**src/rtl/switch_debounce_pkg.sv**
```systemverilog
// Shared types and default constants for the switch synchronizer/debouncer.
package switch_debounce_pkg;

  typedef enum logic [1:0] {
    STABLE0 = 2'd0,
    CHECK1  = 2'd1,
    STABLE1 = 2'd2,
    CHECK0  = 2'd3
  } debounce_state_t;

  localparam int SW_SYNC_STAGES_DEF     = 2;
  localparam int SW_DEBOUNCE_CYCLES_DEF = 50000;

endpackage

```
**src/rtl/debounce_bit.sv**
```systemverilog
// Single-bit synchronizer chain, debounce FSM and counter.
// Optional RISE/FALL pulse flops are built when SWITCH_DEBOUNCE_EDGE_EN is defined.
module debounce_bit
  import switch_debounce_pkg::*;
#(
  parameter int SYNC_STAGES     = SW_SYNC_STAGES_DEF,
  parameter int DEBOUNCE_CYCLES = SW_DEBOUNCE_CYCLES_DEF
) (
  input  logic clk,
  input  logic rst_n,
  input  logic raw,
  output logic level
`ifdef SWITCH_DEBOUNCE_EDGE_EN
  ,
  output logic rise,
  output logic fall
`endif
);

  localparam int CNT_W = $clog2(DEBOUNCE_CYCLES);
  localparam logic [CNT_W-1:0] CNT_MAX = CNT_W'(DEBOUNCE_CYCLES - 1);
  localparam logic [CNT_W-1:0] CNT_ONE = CNT_W'(1);

  logic [SYNC_STAGES-1:0] sync_q;
  logic                   s;
  debounce_state_t        state_q, state_d;
  logic [CNT_W-1:0]       cnt_q, cnt_d;
  logic                   level_d;

  assign s = sync_q[SYNC_STAGES-1];

  always_ff @(posedge clk or negedge rst_n) begin
    if (!rst_n) begin
      sync_q  <= '0;
      state_q <= STABLE0;
      cnt_q   <= '0;
      level   <= 1'b0;
    end else begin
      sync_q  <= {sync_q[SYNC_STAGES-2:0], raw};
      state_q <= state_d;
      cnt_q   <= cnt_d;
      level   <= level_d;
    end
  end

  always_comb begin
    state_d = state_q;
    cnt_d   = cnt_q;
    level_d = level;
    case (state_q)
      STABLE0: if (s) begin
        state_d = CHECK1;
        cnt_d   = CNT_ONE;
      end
      CHECK1: begin
        if (!s) begin
          state_d = STABLE0;
          cnt_d   = '0;
        end else if (cnt_q == CNT_MAX) begin
          state_d = STABLE1;
          level_d = 1'b1;
          cnt_d   = '0;
        end else begin
          cnt_d = cnt_q + CNT_ONE;
        end
      end
      STABLE1: if (!s) begin
        state_d = CHECK0;
        cnt_d   = CNT_ONE;
      end
      CHECK0: begin
        if (s) begin
          state_d = STABLE1;
          cnt_d   = '0;
        end else if (cnt_q == CNT_MAX) begin
          state_d = STABLE0;
          level_d = 1'b0;
          cnt_d   = '0;
        end else begin
          cnt_d = cnt_q + CNT_ONE;
        end
      end
      default: begin
        state_d = STABLE0;
        cnt_d   = '0;
        level_d = 1'b0;
      end
    endcase
  end

`ifdef SWITCH_DEBOUNCE_EDGE_EN
  // Pulses are registered on the same edge that updates level.
  always_ff @(posedge clk or negedge rst_n) begin
    if (!rst_n) begin
      rise <= 1'b0;
      fall <= 1'b0;
    end else begin
      rise <= level_d & ~level;
      fall <= ~level_d & level;
    end
  end
`endif

endmodule

```
**src/rtl/switch_debounce.sv**
```systemverilog
// WIDTH independent switch debouncers. Define SWITCH_DEBOUNCE_EDGE_EN to add
// registered one-cycle RISE/FALL pulse outputs.
module switch_debounce
  import switch_debounce_pkg::*;
#(
  parameter int WIDTH           = 2,
  parameter int SYNC_STAGES     = SW_SYNC_STAGES_DEF,
  parameter int DEBOUNCE_CYCLES = SW_DEBOUNCE_CYCLES_DEF
) (
  input  logic             CLK,
  input  logic             RESETN,
  input  logic [WIDTH-1:0] I,
  output logic [WIDTH-1:0] O
`ifdef SWITCH_DEBOUNCE_EDGE_EN
  ,
  output logic [WIDTH-1:0] RISE,
  output logic [WIDTH-1:0] FALL
`endif
);

  for (genvar b = 0; b < WIDTH; b++) begin : g_bit
`ifdef SWITCH_DEBOUNCE_EDGE_EN
    debounce_bit #(
      .SYNC_STAGES    (SYNC_STAGES),
      .DEBOUNCE_CYCLES(DEBOUNCE_CYCLES)
    ) u_bit (
      .clk  (CLK),
      .rst_n(RESETN),
      .raw  (I[b]),
      .level(O[b]),
      .rise (RISE[b]),
      .fall (FALL[b])
    );
`else
    debounce_bit #(
      .SYNC_STAGES    (SYNC_STAGES),
      .DEBOUNCE_CYCLES(DEBOUNCE_CYCLES)
    ) u_bit (
      .clk  (CLK),
      .rst_n(RESETN),
      .raw  (I[b]),
      .level(O[b])
    );
`endif
  end

endmodule
```
**config.mk**
```make
export PLATFORM = sky130hd
export DESIGN_NAME = switch_debounce
export DESIGN_NICKNAME = d
export VERILOG_FILES = /design/src/rtl/switch_debounce_pkg.sv /design/src/rtl/debounce_bit.sv /design/src/rtl/switch_debounce.sv
export SDC_FILE = /design/constraint.sdc
export NUM_CORES = 1
export LEC_CHECK = 0
export ABC_AREA = 0
export CAP_MARGIN = 30
export CORE_UTILIZATION = 57
export DETAILED_ROUTE_END_ITERATION = 10
export GPL_ROUTABILITY_DRIVEN = 0
export PLACE_DENSITY = 0.84
export SLEW_MARGIN = 20
export SYNTH_ARGS = -nofsm -noshare
export SYNTH_HDL_FRONTEND = slang
export SYNTH_SLANG_ARGS = --single-unit
```
**constraint.sdc**
```tcl
create_clock -name CLK -period 2.2 [get_ports CLK]
set_clock_uncertainty 0.15 [all_clocks]
set_input_delay 0.44 -clock CLK [delete_from_list [all_inputs] [get_ports CLK]]
set_output_delay 0.44 -clock CLK [all_outputs]
set_load 0.01 [all_outputs]
```
==> summary by stage <==
Yosys
In the synthesized netlist the dominant register cell turns out to be dfrtp_1. In this run the cell area of the synthesized design comes to 0.00215 mm². The dominant combinational cell family by area after synthesis is simple AND/OR/NAND/NOR gates. The average footprint of a synthesized cell is 9.53 µm². During synthesis, Yosys emitted a total of 0 warnings. The synthesized design spends more area on one cell type than any other, namely dfrtp_1. Yosys attributes the largest share of cell area to dfrtp_1 49%, a31oi_1 6.4%, nand2_1 4.0%. The count of different cell masters after synthesis is 45. The simple-gate share of the synthesized area is 24.0%.

The most common cell in the synthesized netlist is dfrtp_1. The arithmetic-cell share of the synthesized area counting full adders, half adders and majority gates is 1.16%. The area share of the largest cell type after synthesis is 48.8%. The count of state elements after synthesis is 42. Counting instances in the post-synthesis netlist gives the leading cell types as 42 x dfrtp_1, 23 x nand2_1, 22 x a31oi_1, 17 x a21oi_1, 16 x nand3_1. The total nets after synthesis is 232. Of the total synthesized cell area, the portion taken by XOR and XNOR cells is 1.22%. For this run, the register share of the synthesized area comes to 48.8%. The mux contribution to synthesized area is 1.92%.

The synthesized netlist devotes 19.2% of its cell area to compound gates. The cell count after synthesis is 226. For this run, asynchronously set or reset flops after synthesis account for 100%.

Counting flops with a built-in enable in the synthesized netlist gives 0.

Pwr
The worst vdd rail ir drop is 0.470 mV. The logic gate share of total power is 7.7%. The clock power share is 39.1%. For this design the static power due to leakage is 0.979 nW.

The switching share of power is 24.2%. Dividing total power by cell area gives a power density of 654 mW/mm². For this design the total switching power over the nets is 0.378 mW. The part of the total power dissipated in sequential elements is 53.2%. The internal portion of the total power is 1.18 mW.

Final layout
The non-filler instance count after layout is 285. The final layout contains 244 nets. The synthesis-to-layout area growth is 10.7%.

The share of cells above drive strength 1 is 12.6%. The final core area utilization is 68.8%. The number of fill cells is 267. The final design instance area without fill is 0.00238 mm². The count of antenna diodes in the layout is 0.

Worst setup path
The source of the worst register-to-register timing path is g_bit[0].u_bit.cnt_q[1]. The element type at the critical path end is a register. The most critical setup path has its endpoint at g_bit[0].u_bit.cnt_q[15]. On the worst path, the slowest cell contributes a delay of 0.43 ns. The class of the most critical setup path is register to register. Walking the worst path, the cells encountered are ha_1, and3_1, and4_1, or2_2, o41ai_1. Data on the critical path arrives at its endpoint at 2.13 ns. Of all nets on the critical path, the largest fanout is 6. Setup slack on the worst reg-to-reg path comes out at 0.10 ns. Data on the critical path is required at its endpoint by 2.23 ns. The worst setup path is launched from a register. For this design, the slowest cell found on the critical path is dfrtp_1.

For the worst flop-to-flop path, the logic depth is 5. The most critical setup path has its startpoint at g_bit[0].u_bit.cnt_q[1]. The endpoint of the worst register-to-register path is g_bit[0].u_bit.cnt_q[15].

Clocking
The count of cells resized by post-cts repair is 0. Clock tree synthesis found a total of 42 sinks. TritonCTS built the clock tree. The worst-skew pair later-pin latency is 0.30 ns. In this run the number of H-tree levels came out at 2. The number of hold-repair buffers added at the cts stage is 0.

The number of setup buffers added after CTS is 0. After clock tree synthesis, the clock-pin slew on the worst setup and hold paths is 0.08 ns. The maximum buffer depth of the clock tree is 2. The number of clock buffers added by TritonCTS is 5. The library cell used as clock root buffer is clkbuf_8.

STA
The top achievable clock speed is 477 MHz. The shortest clock period the worst path allows after layout is 2.10 ns. Setup repair after global routing left no endpoint under its margin. The transition time at the pin with the least slew margin is 0.511 ns. The number of endpoints with negative hold slack in the final report is 0. The setup violation total in the final timing report is 0. The remaining max-slew budget at the tightest pin is 65.8%. The final max-slew violation count was 0. The final-layout setup total negative slack is 0 ns. The final cycle utilization of the critical path is 95.2%.

Placed design
In this run the cell area measured after placement is 0.00227 mm². The number of input and output port buffers inserted is 5. Summed over all nets, the half-perimeter wirelength after detailed placement is 2880 µm. After detailed placement, the design holds a cell count of 277.

Global route
Global routing finished with a remaining overflow of 0. The number of global-route vias before repair is 1,584. The number of antenna violations at the first check in global routing is 0.

The first global-routing pass estimated 7360 µm of wire. The pin count of the biggest net entering global routing is 43. In the global route stage, overall resource usage came out at 24.0%.

Route
The number of DRC markers after the initial detailed-route iteration is 93. Dividing the detail-routed wire length by the instance count gives 14.9 µm. The remaining antenna violation count after routing is 0. The final wirelength is 4260 µm. In the routed design, unresolved DRC markers number 0. The via count of the routed design is 1,775.

The first-pass detailed-route iteration total is 4. Dividing the detail-routed via count by the number of cells gives 6.23.

Floorplanning
The boundary pin count is 6. The floorplan die height is 63.5 µm. The overall die area is 0.00403 mm².

The initial utilization of the core area, before any placement, comes to 62.1%. In this run the core area contains 21 standard-cell rows. The floorplan core area is 0.00347 mm².

The die outline width is 63.5 µm.

Hold path
In this run the worst hold path is classified as input port to async pin.

Job
Across the run, the number of max-cap violations was 0.

Run status
The flow ran to the end, and the final reports show no timing, DRC or antenna violations.
-- cells in the final DEF, fill, tap and decap left out, drive strengths merged, types with 4 or more instances in the layout --
master	Yosys	routed
nand3	16	16
dfrtp	42	42
a31oi	22	22
inv	5	5
nand2	23	23
nand4	8	8
nor2	14	14
buf	4	11
and2	4	4
clkbuf	6	5
o21ai	12	12
clkdlybuf4s50	0	4
a22o	4	4
a21oi	17	17
or2	5	5
and3	4	4
-- critical path: cells and delay by family, from the launching register on --
kind / cells / cell delay (ns)
flip-flops: 1 / 0.43
AO/OA/AOI/OAI: 1 / 0.37
AND/OR/NAND/NOR: 3 / 0.79
adder cells (fa/ha/maj): 1 / 0.25
-- cell type report --
type	count	area, µm²	share of cell area [%]
tap	46	57.6	2.41
sequential	42	1050	44.1
clock inverter	3	40.0	1.68
multi-input combinational	169	1030	43.1
clock buffer	5	68.8	2.89
inverter	5	18.8	0.787
timing repair buffer	15	120	5.04
-- sequential cells by signal, indices dropped and copies added (netlist names), named ones only --
signal	flops
g_bit.u_bit.cnt_q	32
g_bit.u_bit.sync_q	4
g_bit.u_bit.level	2
g_bit.u_bit.state_q	2
-- stage by stage --
step	power, mW	setup slack (ns)	hold WS [ns]
finish	1.56	0.105	0.0455
global route	1.61	0.00353	0.0892
CTS	1.57	0.0434	0.0606
detailed placement	0.966	0.0653	0.189
global placement	0.962	0.133	0.185
floorplan	0.917	0.154	-0.00559
-- power groups by stage --
| stage | Clock [mW] | Combinational (mW) | Sequential, mW |
|---|---|---|---|
| 5_1_grt | 0.645 | 0.134 | 0.836 |
| 2_1_floorplan | 0 | 0.0756 | 0.841 |
| 3_3_place_gp | 0 | 0.116 | 0.845 |
| 4_1_cts | 0.619 | 0.120 | 0.830 |
| 3_5_place_dp | 0 | 0.120 | 0.846 |
| 6_report | 0.610 | 0.120 | 0.831 |
-- worst min-delay path by stage --
| stage | startpoint | endpoint | cells after the start |
|---|---|---|---|
| 2_1_floorplan | RESETN | async pin | 0 |
| 3_3_place_gp | g_bit[0].u_bit.sync_q[0] | g_bit[0].u_bit.sync_q[1] | 0 |
| 3_5_place_dp | g_bit[0].u_bit.sync_q[0] | g_bit[0].u_bit.sync_q[1] | 0 |
| 4_1_cts | RESETN | g_bit[1].u_bit.cnt_q[2] | 2 |
| 5_1_grt | RESETN | g_bit[1].u_bit.level | 2 |
| 6_report | RESETN | g_bit[1].u_bit.cnt_q[2] | 2 |
-- layer usage --
layer  up-vias  GRT usage (%)  share of wire [%]
li1        878              -                  -
met1       842           31.3                 45
met2        46           38.4                 49
met3         9           5.07                4.1
met4         0           10.5                2.1
met5         -              0                  0
-- kinds of logic (layout without fill, tap and decap cells) --
logic type | after synthesis | count (layout)
AOI/OAI and AO/OA | 67 | 67
xor gates and xnor gates | 3 | 3
adders and majority gates | 2 | 2
buffers and inverters | 15 | 28
DFF | 42 | 42
muxes | 4 | 4
and+or+nand+nor | 93 | 93
No activity file was read; power rests on OpenSTA's default activity.
